--- src/rtl/decode_job_ctl.sv ---
// Job sequencer for the LZS decode engine: holds the engine in reset between jobs,
// runs it, counts output bytes and reports completion status (ok/overrun/timeout/abort).
module decode_job_ctl #(
   parameter int ID_W    = 4,
   parameter int LEN_W   = 16,
   parameter int RST_CYC = 2,
   parameter int TMO_W   = 20
) (
   input  logic             clk,
   input  logic             rst,
   input  logic             job_valid,
   output logic             job_ready,
   input  logic [ID_W-1:0]  job_id,
   input  logic [LEN_W-1:0] job_len,
   input  logic             abort,
   output logic             eng_rst,
   output logic             eng_ce,
   input  logic             fo_full,
   input  logic             out_valid,
   input  logic             out_end,
   output logic             done_valid,
   input  logic             done_ready,
   output logic [ID_W-1:0]  done_id,
   output logic [LEN_W-1:0] done_cnt,
   output logic [1:0]       done_err
);

   localparam int CLR_W = $clog2(RST_CYC + 1);
   localparam logic [CLR_W-1:0] CLR_LAST = CLR_W'(RST_CYC - 1);

   localparam logic [1:0] ERR_OK    = 2'd0;
   localparam logic [1:0] ERR_LEN   = 2'd1;
   localparam logic [1:0] ERR_TMO   = 2'd2;
   localparam logic [1:0] ERR_ABORT = 2'd3;

   typedef enum logic [1:0] {IDLE, CLR, RUN, DONE} state_t;

   state_t           state, state_nx;
   logic [ID_W-1:0]  id_q;
   logic [LEN_W-1:0] len_q;
   logic [LEN_W-1:0] cnt_q, cnt_nx, cnt_inc;
   logic [TMO_W-1:0] wd_q, wd_nx;
   logic [CLR_W-1:0] clr_q, clr_nx;
   logic             accept, term, byte_ok;
   logic [1:0]       err_nx;
   logic [LEN_W-1:0] fin_cnt;

   always_comb begin
      state_nx = state;
      cnt_nx   = cnt_q;
      wd_nx    = wd_q;
      clr_nx   = clr_q;
      accept   = 1'b0;
      term     = 1'b0;
      err_nx   = ERR_OK;
      fin_cnt  = cnt_q;
      // a byte beyond job_len is never counted, so the count cannot wrap
      byte_ok  = out_valid && (cnt_q != len_q);
      cnt_inc  = cnt_q + LEN_W'(byte_ok);

      case (state)
         IDLE: begin
            if (job_valid) begin
               accept   = 1'b1;
               state_nx = CLR;
               cnt_nx   = '0;
               wd_nx    = '0;
               clr_nx   = '0;
            end
         end
         CLR: begin
            if (abort) begin
               term    = 1'b1;
               err_nx  = ERR_ABORT;
               fin_cnt = '0;
            end else if (clr_q == CLR_LAST) begin
               state_nx = RUN;
            end else begin
               clr_nx = clr_q + CLR_W'(1);
            end
         end
         RUN: begin
            cnt_nx  = cnt_inc;
            fin_cnt = cnt_inc;
            // backpressure from a full FIFO is not a stall
            wd_nx   = (out_valid || fo_full) ? '0 : wd_q + TMO_W'(1);
            if (abort) begin
               term   = 1'b1;
               err_nx = ERR_ABORT;
            end else if (out_end) begin
               term   = 1'b1;
               err_nx = (cnt_inc == len_q) ? ERR_OK : ERR_LEN;
            end else if (out_valid && (cnt_q == len_q)) begin
               term   = 1'b1;
               err_nx = ERR_LEN;
            end else if (wd_nx == '1) begin
               term   = 1'b1;
               err_nx = ERR_TMO;
            end
         end
         DONE: begin
            if (done_ready) state_nx = IDLE;
         end
         default: state_nx = IDLE;
      endcase

      if (term) state_nx = DONE;
   end

   always_ff @(posedge clk) begin
      if (rst) begin
         state      <= IDLE;
         id_q       <= '0;
         len_q      <= '0;
         cnt_q      <= '0;
         wd_q       <= '0;
         clr_q      <= '0;
         job_ready  <= 1'b1;
         eng_rst    <= 1'b1;
         eng_ce     <= 1'b0;
         done_valid <= 1'b0;
         done_id    <= '0;
         done_cnt   <= '0;
         done_err   <= '0;
      end else begin
         state     <= state_nx;
         cnt_q     <= cnt_nx;
         wd_q      <= wd_nx;
         clr_q     <= clr_nx;
         job_ready <= (state_nx == IDLE);
         eng_rst   <= (state_nx != RUN);
         eng_ce    <= (state_nx == RUN);
         if (accept) begin
            id_q  <= job_id;
            len_q <= job_len;
         end
         if (term) begin
            done_valid <= 1'b1;
            done_id    <= id_q;
            done_cnt   <= fin_cnt;
            done_err   <= err_nx;
         end else if ((state == DONE) && done_ready) begin
            done_valid <= 1'b0;
         end
      end
   end

endmodule

--- config.mk ---
export PLATFORM = sky130hd
export DESIGN_NAME = decode_job_ctl
export DESIGN_NICKNAME = d
export VERILOG_FILES = /design/src/rtl/decode_job_ctl.sv
export SDC_FILE = /design/constraint.sdc
export NUM_CORES = 1
export LEC_CHECK = 0
export CAP_MARGIN = 0
export CORE_MARGIN = 4
export CORE_UTILIZATION = 55
export DETAILED_ROUTE_END_ITERATION = 10
export PLACE_DENSITY = 0.82
export SKIP_CTS_REPAIR_TIMING = 1
export SLEW_MARGIN = 20
export SYNTH_ARGS = -nofsm -noshare
export SYNTH_HDL_FRONTEND = slang
export SYNTH_SLANG_ARGS = --single-unit
export TNS_END_PERCENT = 100
--- constraint.sdc ---
create_clock -name clk -period 7.4 [get_ports clk]
set_input_delay 1.48 -clock clk [delete_from_list [all_inputs] [get_ports clk]]
set_output_delay 1.48 -clock clk [all_outputs]
set_load 0.1 [all_outputs]
==> impl.org <==
** Run status
- Outcome :: finished clean

** Setup path
- Worst setup path end :: done_err[0]$_SDFFE_PP0P_
- Together, buffers and inverters on the worst path number 1.
- Tracing the worst setup path back leads to its startpoint at out_valid.
- Of all nets on the critical path, the largest fanout is 7.
- List of cells traversed by the critical path :: clkdlybuf4s50_1 > nor2b_1 > ha_1 > ha_1 > nand3_1 > nor4_1 > o221ai_1 > a21oi_1 > a21oi_1 > nor4_1 > o31ai_1
- Crit path arrival time :: 4.70 ns
- Worst-case reg-to-reg path depth :: 8
- Critical path capture point type :: flip-flop
- CP Data Required Time :: 7.64 ns
- Reg-to-reg setup timing slack :: 3.21 ns
- Setup crit start kind :: input pin
- Endpoint of the lowest-slack register-to-register path :: wd_q[10]$_SDFFE_PP0P_
- Category of the critical setup timing path :: input pin to flip-flop
- Among all stages on the critical path, the largest delay is contributed by sky130_fd_sc_hd__nor4_1.
- The worst register-to-register path begins at state[0]$_SDFF_PP0_.
- For this run, the slowest stage of the critical path takes 0.75 ns.
- On the critical path the largest part of the delay comes from simple AND/OR/NAND/NOR gates.
- The critical path runs through a total of 11 cells.

** STA
- Clock Skews :: 0.0145 ns
- The worst path needs 4.46 ns of the cycle, external delays included.
- Setup violations remaining at the end of the flow were counted as 0.
- Final-report hold violation count :: 0
- In the final timing run, aggregate negative setup slack is 0 ns.
- Worst-case headroom to the max-slew limit :: 0.313
- Maximum achievable frequency :: 0.224 GHz
- Final period util :: 0.603
- Unrepaired setup endpoints after global routing :: no
- Worst Max-Slew Pin Slew :: 1.03 ns
- The final number of max-transition violations was 0.

** Clock tree
- Inserted Clock Buffers :: 9
- Clock tree synthesis selected as its root buffer the cell sky130_fd_sc_hd__clkbuf_8.
- Clock latency on the worst-skew pair :: 0.37 ns
- TritonCTS Sinks :: 86
- After clock tree synthesis, the clock-pin slew on the worst setup and hold paths is 0.09 ns.
- TritonCTS built the clock tree.
- Maximum level of the CTS H-tree :: 3
- Maximum root-to-sink buffer count :: 2

** Cells and area
- Area growth from synthesis to layout :: 13.0%
- Of the cells placed in the final design, the portion with a size suffix greater than 1 is 0.0777.
- The multi-input combinational cells in the finished layout cover a total of 2900 um^2.
- Count of fill cells added during filler insertion :: 784
- Net count reported at finish :: 687
- Summing all flip-flop and latch instances after layout gives 1720 um^2.
- 0 antenna diodes ended up in the layout.

** Synth
- Yosys mapped the design onto 62 distinct sky130hd cell types.
- For this run, the register share of the synthesized area comes to 0.351.
- The number of nets in the synthesized netlist is 670.
- Synthesis produced 634 cells.
- Total number of yosys warnings :: 0
- Synthesized cell area :: 4900 um^2
- After synthesis the netlist holds a flip-flop and latch count of 86.
- Share of flip-flops with an asynchronous set or reset :: 0
- Most instantiated flip-flop cell in the synthesis netlist :: sky130_fd_sc_hd__dfxtp_1
- In this run the mean area of a mapped cell was 7.73 um^2.
- In this run, synthesis inferred 0 flip-flops with an integrated enable.

** Global routing
- Initial antenna violation count :: 0
- Entering global routing, the biggest net connects 88 pins.
- The first global-routing pass estimated 21.6 mm of wire.
- For this run, the total global-route usage over all layers was measured as 0.259.
- The number of global-route vias before repair is 4374.
- Total global routing overflow :: 0

** Pwr
- Internal Power :: 680 uW
- Net load switching power :: 349 uW
- VDD IR-drop max :: 114 uV
- Part of the power in combinational logic :: 0.218
- Sw Ratio :: 0.339
- Overall power consumption after layout is estimated at 1030 uW.
- Of the total power, the clock network draws 0.301.
- Portion of total power attributed to sequential cells :: 0.481
- Summed over all cells, the static leakage comes to 0.00182 uW.
- Power Density :: 186 nW/um^2

** Routing
- After detailed routing, the number of remaining DRC violations is 0.
- After detailed routing, the total wire length is 13.0 mm.
- Wire length per cell :: 17.0 um
- Routed Antenna Nets :: 0
- Dividing the detail-routed via count by the number of cells gives 6.25.
- The detailed router finished its first iteration with 405 violations.
- Number of detailed-routing iterations run before antenna repair :: 5
- Total via count after detailed routing :: 4772

** Placement
- Summed over all nets, the half-perimeter wirelength after detailed placement is 9.33 mm.
- Buffers on Ports :: 53
- The congestion estimate from routability-driven global placement came to 0.969.

** Floorplanning
- The floorplan step defined a die boundary enclosing 10500 um^2.
- The core region is 8680 um^2.
- The floorplan has 34 rows.
- Count of pins on the block boundary :: 54
- For this configuration, the core starts out at a cell density of 0.565.
- Die W :: 102 um
- The floorplan step set the die height to 102 um.

** Flow run
- Max-cap violations :: 0

** Worst hold path
- The path class of the tightest hold or removal check is flip-flop to flip-flop.
==> layout make-up <==
type                            count  share of cell area
Multi-Input combinational cell    485               0.524
Sequential cell                    86               0.311
Timing Repair Buffer               56              0.0989
Tap cell                          108              0.0244
Clock buffer                        9              0.0224
Clock inverter                      7              0.0104
Inverter                           13             0.00881
==> how the worst min path moves through the flow <==
| stage | startpoint | to | slack [ns] | cells past startpoint |
|---|---|---|---|---|
| 2_1_floorplan | id_q[0]$_SDFFE_PP0P_ | id_q[0]$_SDFFE_PP0P_ | 0.43 | 2 |
| 4_1_cts | id_q[3]$_SDFFE_PP0P_ | id_q[3]$_SDFFE_PP0P_ | 0.47 | 2 |
| 3_5_place_dp | id_q[3]$_SDFFE_PP0P_ | id_q[3]$_SDFFE_PP0P_ | 0.45 | 2 |
| 6_report | id_q[3]$_SDFFE_PP0P_ | id_q[3]$_SDFFE_PP0P_ | 0.47 | 2 |
| 3_3_place_gp | id_q[2]$_SDFFE_PP0P_ | id_q[2]$_SDFFE_PP0P_ | 0.44 | 2 |
| 5_1_grt | len_q[3]$_SDFFE_PP0P_ | len_q[3]$_SDFFE_PP0P_ | 0.50 | 2 |
==> sequential cells by signal, summed over array words and instances (netlist names) <==
signal / count
clr_q: 2
cnt_q: 16
done_cnt: 16
done_err: 2
done_id: 4
done_valid: 1
eng_ce: 1
eng_rst: 1
id_q: 4
job_ready: 1
len_q: 16
state: 2
wd_q: 20
==> worst reg2reg max path, cell delays in order, from the launching register on <==
cell and delay (ns):
sky130_fd_sc_hd__dfxtp_1 0.35, sky130_fd_sc_hd__inv_1 0.09, sky130_fd_sc_hd__ha_1 0.73, sky130_fd_sc_hd__clkinv_1 0.94, sky130_fd_sc_hd__nor2_1 0.90, sky130_fd_sc_hd__nand2_1 0.49
sky130_fd_sc_hd__nor2_1 0.27, sky130_fd_sc_hd__a31oi_1 0.11, sky130_fd_sc_hd__a311oi_1 0.24
==> cells by family after synthesis <==
kind of cell,count (synthesis),share of synthesized area
flops,86,0.351
fa+ha+maj,8,0.0204
mux,6,0.0123
simple gates,268,0.269
buf+inv,63,0.0569
compound gates,170,0.231
xor+xnor,33,0.0590
==> power by group through the flow <==
stage / sequential (uW) / clock [uW] / combinational, uW
CTS: 494 / 316 / 224
floorplan: 547 / 0 / 118
global placement: 504 / 0 / 219
global route: 497 / 338 / 242
detailed placement: 505 / 0 / 223
finish: 494 / 310 / 225
==> Yosys cell counts, types with 9 or more instances <==
library cell / n / area (um^2)
sky130_fd_sc_hd__xnor2_1: 24 / 210
sky130_fd_sc_hd__clkbuf_1: 28 / 105
sky130_fd_sc_hd__nor4_1: 9 / 56.3
sky130_fd_sc_hd__nor3_1: 31 / 155
sky130_fd_sc_hd__dfxtp_1: 86 / 1720
sky130_fd_sc_hd__o21ai_0: 32 / 160
sky130_fd_sc_hd__xor2_1: 9 / 78.8
sky130_fd_sc_hd__nand3_1: 20 / 100
sky130_fd_sc_hd__a21oi_1: 65 / 325
sky130_fd_sc_hd__nand4_1: 14 / 87.6
sky130_fd_sc_hd__a22oi_1: 10 / 75.1
sky130_fd_sc_hd__nor2_1: 63 / 236
sky130_fd_sc_hd__inv_1: 12 / 45.0
sky130_fd_sc_hd__buf_2: 16 / 80.1
sky130_fd_sc_hd__a211oi_2: 9 / 113
sky130_fd_sc_hd__nand2_1: 83 / 312
==> placed cells by master (no fill, tap or decap), types with 9 or more instances in the layout <==
| cell | instances |
|---|---|
| sky130_fd_sc_hd__nor2_1 | 63 |
| sky130_fd_sc_hd__xor2_1 | 9 |
| sky130_fd_sc_hd__a22oi_1 | 10 |
| sky130_fd_sc_hd__clkdlybuf4s50_1 | 52 |
| sky130_fd_sc_hd__xnor2_1 | 24 |
| sky130_fd_sc_hd__dfxtp_1 | 86 |
| sky130_fd_sc_hd__a21oi_1 | 65 |
| sky130_fd_sc_hd__o21ai_0 | 31 |
| sky130_fd_sc_hd__nand2_1 | 83 |
| sky130_fd_sc_hd__inv_1 | 12 |
| sky130_fd_sc_hd__nand4_1 | 14 |
| sky130_fd_sc_hd__a211oi_2 | 9 |
| sky130_fd_sc_hd__nand3_1 | 20 |
| sky130_fd_sc_hd__nor4_1 | 9 |
| sky130_fd_sc_hd__clkbuf_8 | 9 |
| sky130_fd_sc_hd__nor3_1 | 31 |
==> per-layer routing <==
layer | global-route usage | routed length, um | vias up
met5 | 0 | 0 | -
met2 | 0.416 | 5930 | 208
met1 | 0.351 | 5800 | 2221
met4 | 0.0918 | 269 | 0
met3 | 0.0444 | 994 | 28
li1 | - | - | 2315
==> per-stage QoR <==
stage / hold slack, ns / cell area, um^2 / std cells / setup slack [ns] / utilization
finish: 0.470 / 5540 / 764 / 2.94 / 0.638
global route: 0.496 / 5540 / 764 / 2.66 / 0.638
CTS: 0.467 / 5540 / 764 / 3.00 / 0.638
detailed placement: 0.454 / 5350 / 748 / 2.62 / 0.617
global placement: 0.441 / 5350 / 748 / 2.84 / 0.617
floorplan: 0.433 / 4900 / 634 / 3.78 / -
(Power assumes the default switching activity.)
